$ cat src/rtl/seven_seg_pkg.sv
// Shared constants and types for the 4-digit common-anode scan path.
package seven_seg_pkg;
  localparam int         NUM_DIGITS = 4;
  localparam logic [6:0] SEG_BLANK  = 7'b1111111;
  localparam logic [3:0] AN_OFF     = 4'b1111;

  typedef logic [1:0] digit_idx_t;

  // Active-low one-cold anode select for the given digit.
  function automatic logic [3:0] an_sel(input digit_idx_t idx);
    return ~(4'b0001 << idx);
  endfunction
endpackage

$ cat src/rtl/seven_seg_scan_tick_gen.sv
// Enable-gated modulo-DIV counter; tick is high on the cycle the count wraps.
module tick_gen #(
  parameter  int DIV = 10,
  localparam int CW  = (DIV > 1) ? $clog2(DIV) : 1
) (
  input  logic          clk,
  input  logic          rst,
  input  logic          en,
  output logic          tick,
  output logic [CW-1:0] cnt
);
  localparam logic [CW-1:0] LAST = CW'(DIV - 1);

  logic [CW-1:0] cnt_q, cnt_d;

  always_comb begin
    tick  = en && (cnt_q == LAST);
    cnt_d = cnt_q;
    if (en) cnt_d = (cnt_q == LAST) ? '0 : cnt_q + 1'b1;
  end

  always_ff @(posedge clk or posedge rst) begin
    if (rst) cnt_q <= '0;
    else     cnt_q <= cnt_d;
  end

  assign cnt = cnt_q;
endmodule

$ cat src/rtl/seven_seg_scan.sv
// Double-buffered 4-digit 7-seg scanner with anti-ghost blanking and per-digit blink.
module seven_seg_scan
  import seven_seg_pkg::*;
#(
  parameter int CLK_HZ       = 100_000_000,
  parameter int REFRESH_HZ   = 1000,
  parameter int BLANK_CYCLES = 64,
  parameter int BLINK_HZ     = 2
) (
  input  logic       clk,
  input  logic       rst,
  input  logic [6:0] dig1,
  input  logic [6:0] dig2,
  input  logic [6:0] dig3,
  input  logic [6:0] dig4,
  input  logic       load,
  input  logic [3:0] blink_mask,
  input  logic       enable,
  output logic [6:0] seg,
  output logic [3:0] an,
  output logic       dp,
  output logic       frame_done
);
  localparam int SLOT      = CLK_HZ / REFRESH_HZ;
  localparam int BLINK_DIV = CLK_HZ / (2 * BLINK_HZ);
  localparam int SLOT_W    = (SLOT > 1) ? $clog2(SLOT) : 1;
  localparam int BLINK_W   = (BLINK_DIV > 1) ? $clog2(BLINK_DIV) : 1;
  localparam logic [SLOT_W-1:0] BLANK_LIM = SLOT_W'(BLANK_CYCLES);

  logic               slot_tick, blink_tick;
  logic [SLOT_W-1:0]  slot_cnt;
  logic [BLINK_W-1:0] blink_cnt_unused;

  tick_gen #(.DIV(SLOT)) u_slot (
    .clk(clk), .rst(rst), .en(enable), .tick(slot_tick), .cnt(slot_cnt)
  );

  tick_gen #(.DIV(BLINK_DIV)) u_blink (
    .clk(clk), .rst(rst), .en(enable), .tick(blink_tick), .cnt(blink_cnt_unused)
  );

  logic [6:0] dig_in   [NUM_DIGITS];
  logic [6:0] shadow_q [NUM_DIGITS];
  logic [6:0] active_q [NUM_DIGITS];
  logic       pending_q, pending_d;
  digit_idx_t idx_q;
  logic       phase_q;
  logic [6:0] seg_q, seg_d;
  logic [3:0] an_q, an_d;
  logic       fd_q, boundary;

  assign dig_in[0] = dig1;
  assign dig_in[1] = dig2;
  assign dig_in[2] = dig3;
  assign dig_in[3] = dig4;

  always_comb begin
    boundary  = slot_tick && (idx_q == digit_idx_t'(NUM_DIGITS - 1));
    // A load on the boundary cycle wins, so the new shadow stays pending for next frame.
    pending_d = pending_q;
    if (load)          pending_d = 1'b1;
    else if (boundary) pending_d = 1'b0;
    seg_d = SEG_BLANK;
    an_d  = AN_OFF;
    if (enable && (slot_cnt >= BLANK_LIM) && !(blink_mask[idx_q] && phase_q)) begin
      an_d  = an_sel(idx_q);
      seg_d = active_q[idx_q];
    end
  end

  always_ff @(posedge clk or posedge rst) begin
    if (rst) begin
      for (int i = 0; i < NUM_DIGITS; i++) begin
        shadow_q[i] <= SEG_BLANK;
        active_q[i] <= SEG_BLANK;
      end
      pending_q <= 1'b0;
      idx_q     <= '0;
      phase_q   <= 1'b0;
      seg_q     <= SEG_BLANK;
      an_q      <= AN_OFF;
      fd_q      <= 1'b0;
    end else begin
      for (int i = 0; i < NUM_DIGITS; i++) begin
        if (load)                  shadow_q[i] <= dig_in[i];
        if (boundary && pending_q) active_q[i] <= shadow_q[i];
      end
      pending_q <= pending_d;
      if (slot_tick)  idx_q   <= idx_q + 1'b1;
      if (blink_tick) phase_q <= ~phase_q;
      seg_q <= seg_d;
      an_q  <= an_d;
      fd_q  <= boundary;
    end
  end

  assign seg        = seg_q;
  assign an         = an_q;
  assign dp         = 1'b1;
  assign frame_done = fd_q;
endmodule

$ cat config.mk
export PLATFORM = sky130hd
export DESIGN_NAME = seven_seg_scan
export DESIGN_NICKNAME = d
export VERILOG_FILES = /design/src/rtl/seven_seg_pkg.sv /design/src/rtl/seven_seg_scan_tick_gen.sv /design/src/rtl/seven_seg_scan.sv
export SDC_FILE = /design/constraint.sdc
export NUM_CORES = 1
export LEC_CHECK = 0
export BUFFER_PORTS_ARGS = -buffer_cell sky130_fd_sc_hd__clkbuf_2
export CAP_MARGIN = 30
export CORE_ASPECT_RATIO = 1.5
export CORE_MARGIN = 4
export CORE_UTILIZATION = 29
export DETAILED_ROUTE_END_ITERATION = 12
export PLACE_DENSITY_LB_ADDON = 0.2
export SKIP_LAST_GASP = 1
export SYNTH_ARGS = -nofsm -noshare
export SYNTH_HDL_FRONTEND = slang
export SYNTH_HIERARCHICAL = 1
export SYNTH_SLANG_ARGS = --single-unit
$ cat constraint.sdc
create_clock -name clk -period 2.7 [get_ports clk]
set_input_delay 0.135 -clock clk [delete_from_list [all_inputs] [get_ports clk]]
set_output_delay 0.135 -clock clk [all_outputs]
set_load 0.02 [all_outputs]
==> results of run 1 <==
-- worst min-delay path: cells and delay by family --
kind,cells,cell delay (ns)
buf+inv,1,0.23
simple gates,1,0.13
xor+xnor,1,0.06
-- state kept, by name, indices dropped and copies added, names as in the netlist --
signal,count
active_q,28
shadow_q,28
u_blink/cnt,25
u_slot/cnt,17
seg,7
an,4
idx_q,2
frame_done,1
pending_q,1
phase_q,1
-- power groups by stage --
stage                     Combinational [W]  Sequential (W)  Clock, W
final                              0.000454         0.00208   0.00219
after global routing               0.000515         0.00211   0.00233
after CTS                          0.000462         0.00208   0.00225
after detailed placement           0.000426         0.00210         0
after global placement             0.000409         0.00210         0
after floorplan                    0.000295         0.00209         0
-- cell families after synthesis --
group	count (synthesis)	share of synthesized area
buf+inv	30	0.0304
fa+ha+maj	6	0.0144
compound gates	21	0.0247
other cells	1	0.000719
xor+xnor	33	0.0554
flops	114	0.563
mux	67	0.174
simple gates	119	0.138
-- metal layers --
metal	up-vias	GRT usage
met5	-	0
met4	0	0.0418
met3	13	0.0249
met2	61	0.199
met1	1651	0.127
li1	1581	-
-- layout by cell type, fill, tap and decap left out, types with 3 or more instances in the layout --
cell type and count:
o21ai_0 4, inv_1 14, nor4_1 8, dfrtp_1 47, nor3_1 7, buf_4 5
a21oi_1 8, dfstp_2 67, clkinv_2 4, o31ai_1 6, xor2_1 11, mux2_4 21
nor2_1 24, or4_1 8, nand4_1 19, clkbuf_16 18, nand2_1 20, ha_1 6
inv_4 3, clkbuf_2 47, nand3_1 11, and3_1 3, mux4_2 7, mux2i_1 3
mux2_2 36, xnor2_1 22, dlygate4sd3_1 29
-- repair_timing --
action | in CTS | in global routing
endpoints found under the hold margin | 55 | 0
hold buffers | 29 | 0
gates resized for setup | 0 | 0
-- worst paths after layout --
| kind | startpoint | endpoint | slack, ns | cells past startpoint |
|---|---|---|---|---|
| max | u_slot/cnt[13] | active_q[26] | 0.18 | 7 |
| min | enable | u_slot/cnt[2] | 0.20 | 3 |
| max reg2reg | u_slot/cnt[13] | active_q[26] | 0.18 | 7 |
| min reg2reg | u_blink/cnt[23] | u_blink/cnt[23] | 0.50 | 1 |
| max in group asynchronous | rst | shadow_q[9] | 1.51 | 4 |
| min in group asynchronous | rst | u_blink/cnt[3] | 0.32 | 3 |
-- cell type report --
type	count	area [um2]
fillers	1640	10900
flip-flops and latches	114	2940
multi-input cells	247	2120
repair buffers	83	611
clock buffers	20	458
well taps	213	267
clock inverters	12	128
inverters	16	61.3
-- per-stage QoR --
stage	instance area, um2	total power (W)	std cells	utilization
5_1_grt	6580	0.00496	705	0.376
6_report	6580	0.00472	705	0.376
2_1_floorplan	5220	0.00238	391	-
3_5_place_dp	5710	0.00253	644	0.326
4_1_cts	6580	0.00480	705	0.376
3_3_place_gp	5680	0.00251	643	0.325
==> key figures, run 1 <==
STA
  – Fraction of the cycle the final worst path needs: 0.932
  – Worst slew margin: 0.485
  – Post-route minimum period: 2.52 ns
  – Slew of the pin with the lowest slew margin: 0.771 ns
  – Worst setup margin: 0.184 ns
  – Post-route worst hold slack: 0.202 ns
  – Upper clock frequency limit: 397 MHz
  – Total count of hold-check failures in the final report: 0
  – Max-slew violation count: 0
  – Final Skew: 0.0107 ns
  – RSZ-0062 raised after global routing: false
  – Setup violators final: 0
  – Summed negative setup slack over all endpoints: 0 ns

Cells and area
  – Number of antenna diodes: 0
  – Area added between synthesis and finish: 26.2%
  – Net count reported at finish: 521
  – Layout cells sized above 1: 0.470

Routing
  – Post-DR wirelength/cell: 14.7 um
  – Highest routing layer actually used: met4
  – Routed via count: 3306
  – Met2 wire length: between 5 and 6 mm
  – Per-cell via count in the routed design: 4.69
  – First-pass detailed-route iteration total: 4
  – Residual DRC count: 0
  – DR WL met3: 335 um
  – Wire length the detailed router placed on met1: 4.48 mm
  – ANT nets after route: 0
  – Detailed-route wire length: 10.3 mm
  – Initial DRC count: 88

Global routing
  – Via count of the first global-routing pass: 3579
  – Aggregate global-route resource usage: 0.110
  – First-pass GRT wire length: 17.8 mm
  – Number of antenna violations at the first check in global routing: 0
  – Overflow after GRT: 0
  – Maximum number of pins on one net before global-route repair: 38

Logic synthesis
  – Area fraction of the dominant cell type after synthesis: 0.337
  – Post-synth EDFFs: 0
  – Largest cells by area after synthesis: dfstp_2, dfrtp_1, mux2_2
  – Primary FF master, synth: dfstp_2
  – Synth warnings: 6
  – Most common cell in the synthesized netlist: dfstp_2
  – Count of mapped cells out of synthesis: about 400
  – Post-synthesis cell type count: 46
  – Flip-flop and latch count after synthesis: around 110
  – Summed instance area of the synthesized netlist: 0.00522 mm2
  – Synthesized netlist net count: about 430
  – Commonest cells in the netlist: dfstp_2, dfrtp_1, mux2_2
  – Share of flip-flops with an asynchronous set or reset: 1.00
  – Cell taking the most area after synthesis: dfstp_2
  – Mean cell area of the mapped netlist: 13.3 um2
  – Sequential-to-total area share from yosys stat: 0.563

Flow run
  – Max Cap Viol: 0

Pwr
  – Share of power burned in combinational logic: 0.096
  – Switching power: 0.00117 W
  – Part of the power in the clock network: 0.464
  – Peak VDD IR: 0.371 mV
  – Pwr/cell area: 717 mW/mm2
  – Share of power burned in registers: 0.440
  – Sw Ratio: 0.248
  – Lkg Pwr: roughly 2.8 nW
  – Internal power: 0.00355 W

Worst setup path
  – Critical Setup Path Class: flop to flop
  – Setup crit start kind: flop
  – Sequence of cells on the critical path: or4b_2 -> nor4_1 -> buf_4 -> nand2_2 -> clkinv_2 -> nand2_4 -> mux2_4
  – Top Family by Delay on Critical Path: simple AND/OR/NAND/NOR gates
  – Maximum fanout encountered on the critical timing path: 28
  – Endpoint class of the critical path: flop
  – Buf/Inv on CP: 2
  – Worst-path cell with the longest stage delay: or4b_2
  – Delay of the slowest critical-path stage: 0.74 ns
  – Crit path required time: 3.02 ns
  – Crit path arrival time: 2.84 ns

CTS
  – Skew-Pair Late Insertion Delay: 0.40 ns
  – Master cell of the clock root buffer: clkbuf_16
  – CTS tree: yes
  – Buffer count from post-CTS setup fixing: 0
  – TritonCTS buffer count: 17
  – Clock edge transition at the registers on the reported setup and hold paths: 0.05 ns
  – Number of sinks handled by clock tree synthesis: 114
  – H-tree level count: 4
  – Max Buffers Root-to-Sink: 2

Die
  – Placement Rows: 59
  – Die area: 0.0202 mm2
  – Die span in y: roughly 170 um
  – Initial Utilization: 0.298
  – Total I/O pin count: 49
  – Area of the core: roughly 0.017 mm2
  – Width of the die: 118 um

Place
  – Last weighted congestion value of the routability-driven placer: 0.733
  – Number of input and output port buffers inserted: 47
  – Setup slack after placement: 0.177 ns
  – Total half-perimeter wirelength after legalization and detailed placement: ~7.3 mm

Hold path
  – Worst min-delay path category: input pin to flop

Run status
  – Outcome: finished clean
Note: power is estimated with default switching activity, not from simulation.
==> run 2, diff against run 1 <==
Settings changed: ABC_AREA from default to 1, CTS_CLUSTER_SIZE from default to 8.
==> key figures, run 2 <==
Worst setup path
  – Critical Path Source: u_slot/cnt[0]
  – Count of cells along the worst register-to-register path: 11 (+4)
  – Setup crit start kind: flop
  – Crit path arrival time: 2.51 ns (-0.33 ns)
  – Delay of the slowest critical-path stage: 0.41 ns (-0.33 ns)
  – Maximum fanout encountered on the critical timing path: 40 (+43%)
  – Endpoint class of the critical path: flop
  – Crit path required time: 3.03 ns (about the same)
  – Top Family by Delay on Critical Path: simple AND/OR/NAND/NOR gates
  – Critical Setup Path Class: flop to flop
  – Worst-path cell with the longest stage delay: dfrtp_1
  – Buf/Inv on CP: 3 (+1)
  – Flop2flop setup slack: 0.53 ns (+0.35 ns)
  – Cell occurring most often along the worst timing path: nand2_1
  – Beginning of the worst register-to-register path: u_slot/cnt[0]
  – Worst R2R End: active_q[19]
  – Sequence of cells on the critical path: ha_1 -> nand2_1 -> nor3_2 -> nand3_2 -> clkinv_2 -> nand2_1 -> inv_2 -> nand2_2 -> buf_12 -> nand2_1 -> o21ai_0

Pwr
  – Peak VDD IR: 0.415 mV (+12%)
  – Lkg Pwr: 3.38 nW (+20%)
  – Share of power burned in combinational logic: 0.123 (+0.027)
  – Internal power: 0.00351 W (-1.2%)
  – Part of the power in the clock network: 0.460 (-0.004)
  – Total chip power: 0.00487 W (+3.1%)
  – Share of power burned in registers: 0.417 (-0.023)
  – Sw Ratio: 0.279 (+0.0315)
  – Pwr/cell area: 674 mW/mm2 (-6.0%)
  – Switching power: 0.00136 W (+16%)

STA
  – Slew of the pin with the lowest slew margin: 0.789 ns (+0.0176 ns)
  – Upper clock frequency limit: 461 MHz (+16%)
  – RSZ-0062 raised after global routing: false
  – Max-slew violation count: 0 (unchanged)
  – Fraction of the cycle the final worst path needs: 0.804 (-0.128)
  – Post-route minimum period: 2.17 ns (-0.345 ns)
  – Final Skew: 0.00991 ns (-0.000832 ns)
  – Summed negative setup slack over all endpoints: 0 ns (unchanged)
  – Total count of hold-check failures in the final report: 0 (unchanged)
  – Post-route worst hold slack: 0.186 ns (-0.0167 ns)
  – Worst slew margin: 0.473 (-0.0117)
  – Setup violators final: 0 (unchanged)

Logic synthesis
  – Post-synthesis cell type count: 35 (-24%)
  – Adder-cell share of the synthesized area: 0.0129 (-0.00148)
  – Sequential-to-total area share from yosys stat: 0.505 (-0.0580)
  – Main combinational cell family by area after synthesis: simple AND/OR/NAND/NOR gates
  – Largest cells by area after synthesis: dfstp_2, dfrtp_1, nand2_1
  – Primary FF master, synth: dfstp_2
  – Most common cell in the synthesized netlist: nand2_1
  – Synthesized netlist net count: 754 (+74%)
  – Commonest cells in the netlist: nand2_1, nor2_1, inv_1
  – Synth Area in Simple Gates: 0.291 (+0.153)
  – Synth warnings: 6 (unchanged)
  – Mean cell area of the mapped netlist: 8.17 um2 (-39%)
  – Flip-flop and latch count after synthesis: 114 (unchanged)
  – Parity-gate share of the synthesized area counting xor and xnor cells: 0.0211 (-0.0343)
  – Share of flip-flops with an asynchronous set or reset: 1.00 (unchanged)
  – Post-synth EDFFs: 0 (unchanged)
  – Cell taking the most area after synthesis: dfstp_2
  – Portion of netlist area occupied by mux cells: 0.00344 (-0.171)
  – Summed instance area of the synthesized netlist: 0.00582 mm2 (+11%)
  – Compound-Gate Fraction of Synth Area: 0.0742 (+0.0495)
  – Area fraction of the dominant cell type after synthesis: 0.303 (-0.0347)
  – Count of mapped cells out of synthesis: 712 (+82%)

Global routing
  – Aggregate global-route resource usage: 0.131 (+0.0216)
  – First-pass GRT wire length: 23.1 mm (+29%)
  – Via count of the first global-routing pass: 4600 (+29%)
  – Number of antenna violations at the first check in global routing: 0 (unchanged)
  – Maximum number of pins on one net before global-route repair: 58 (+53%)
  – Routing usage on met3: 0.0246 (-0.000251)
  – Met2 Usage GRT: 0.229 (+0.0306)
  – Met1 Use GR: 0.159 (+0.0318)
  – Top Usage Layer GRT: met2
  – Overflow after GRT: 0 (unchanged)

CTS
  – H-tree level count: 4 (unchanged)
  – Number of sinks handled by clock tree synthesis: 114 (unchanged)
  – CTS tree: yes
  – Master cell of the clock root buffer: clkbuf_16
  – Post-cts resize count: 0 (unchanged)
  – Max Buffers Root-to-Sink: 2 (unchanged)
  – Clock edge transition at the registers on the reported setup and hold paths: 0.05 ns (about the same)
  – TritonCTS buffer count: 17 (unchanged)
  – Skew-Pair Late Insertion Delay: 0.42 ns (+0.02 ns)

Hold path
  – Worst Hold Endpoint: u_slot/cnt[5]
  – Worst min-delay path category: input pin to flop
  – Hold Path Depth: 6 (+3)
  – Origin of the worst min-delay path: enable

Place
  – Area after DPL: 0.00631 mm2 (+11%)
  – Number of input and output port buffers inserted: 47 (unchanged)
  – Last weighted congestion value of the routability-driven placer: 0.804 (+9.7%)
  – Total half-perimeter wirelength after legalization and detailed placement: 9.87 mm (+35%)

Cells and area
  – Final instance area: 0.00723 mm2 (+9.7%)
  – Most common cell after layout, fill and taps aside: nand2_1
  – Sequential cell area: 0.00294 mm2 (unchanged)
  – Net count reported at finish: 836 (+60%)
  – Top library cells by usage in the layout, fill and taps aside: nand2_1, nor2_1, inv_1, dfstp_2, nand3_1
  – Fill cells: 2094 (+28%)
  – Area added between synthesis and finish: 24.2%
  – Multi-input combinational cell area: 0.00234 mm2 (+10%)
  – Number of antenna diodes: 0 (unchanged)
  – Layout cells sized above 1: 0.266 (-0.203)

Routing
  – Detailed-route wire length: 13.6 mm (+31%)
  – Per-cell via count in the routed design: 4.21 (-10%)
  – Residual DRC count: 0 (unchanged)
  – First-pass detailed-route iteration total: 4 (unchanged)
  – Post-DR wirelength/cell: 12.7 um (-13%)
  – ANT nets after route: 0 (unchanged)
  – Routed via count: 4496 (+36%)
  – Initial DRC count: 225 (+160%)

Die
  – Die area: 0.0224 mm2 (+11%)
  – Placement Rows: 63 (+6.8%)
  – Width of the die: 124 um (+5.2%)
  – Die span in y: 181 um (+5.3%)
  – Total I/O pin count: 49 (unchanged)
  – Initial Utilization: 0.294 (-0.00423)
  – Area of the core: 0.0198 mm2 (+13%)

Run status
  – Outcome: finished clean

Flow run
  – Max Cap Viol: 0 (unchanged)
[run 2: changes by cell type after synthesis, sizes merged, moves of 42 or more]
cell,before,now
nand2,22,216
inv,15,94
nor2,24,103
mux2,57,0
o21ai,4,58
nand3,11,53
[run 2: worst min-delay path: stages]
cell and delay [ns]:
clkbuf_2 0.10, inv_2 0.09, nor2_4 0.06, nand2_1 0.05, nand2_1 0.04, nor2_1 0.07
[run 2: repair_timing]
action	4_1_cts	5_1_grt
endpoints found under the hold margin	52	1
buffers inserted	0	0
hold buffers	29	1
endpoints found under the setup margin	0	0
[run 2: logic make-up (layout without fill, tap and decap cells)]
kind of cell,Yosys count,count (layout)
AND/OR/NAND/NOR,387,387
buffers and inverters,118,213
flip-flops,114,114
AO/OA/AOI/OAI,70,70
XOR/XNOR,14,14
adder cells (fa/ha/maj),6,6
multiplexers,2,2
other,1,1
[run 2: final cells by class]
cell class                      instances  share of cell area
Clock buffer                           20              0.0661
Clock inverter                         12              0.0165
Inverter                               96              0.0511
Multi-Input combinational cell        480               0.325
Sequential cell                       114               0.406
Tap cell                              260              0.0450
Timing Repair Buffer                   85              0.0904
[run 2: worst max path at each step]
stage | depth (start not counted) | slack, ns | to
global placement | 10 | 0.56 | active_q[24]
global route | 10 | 0.29 | active_q[23]
floorplan | 1 | 0.85 | frame_done
CTS | 10 | 0.51 | active_q[21]
finish | 11 | 0.53 | active_q[19]
detailed placement | 10 | 0.51 | active_q[21]
[run 2: power by group through the flow]
stage,logic [W],clock network (W),registers (W)
2_1_floorplan,0.000427,0,0.00203
6_report,0.000599,0.00224,0.00203
3_3_place_gp,0.000563,0,0.00206
5_1_grt,0.000696,0.00239,0.00205
4_1_cts,0.000609,0.00230,0.00203
3_5_place_dp,0.000573,0,0.00206
[run 2: metrics by stage]
stage / cells / utilization / worst slack (ns)
after detailed placement: 1004 / 0.319 / 0.514
final: 1067 / 0.365 / 0.529
after global routing: 1067 / 0.365 / 0.291
after global placement: 1003 / 0.317 / 0.564
after floorplan: 712 / - / 0.851
after CTS: 1065 / 0.364 / 0.507
[run 2: routing by layer]
metal	wire length (um)	vias to the layer above
met5	0	-
met4	221	0
met3	337	16
met2	7080	54
met1	5920	2061
li1	-	2365
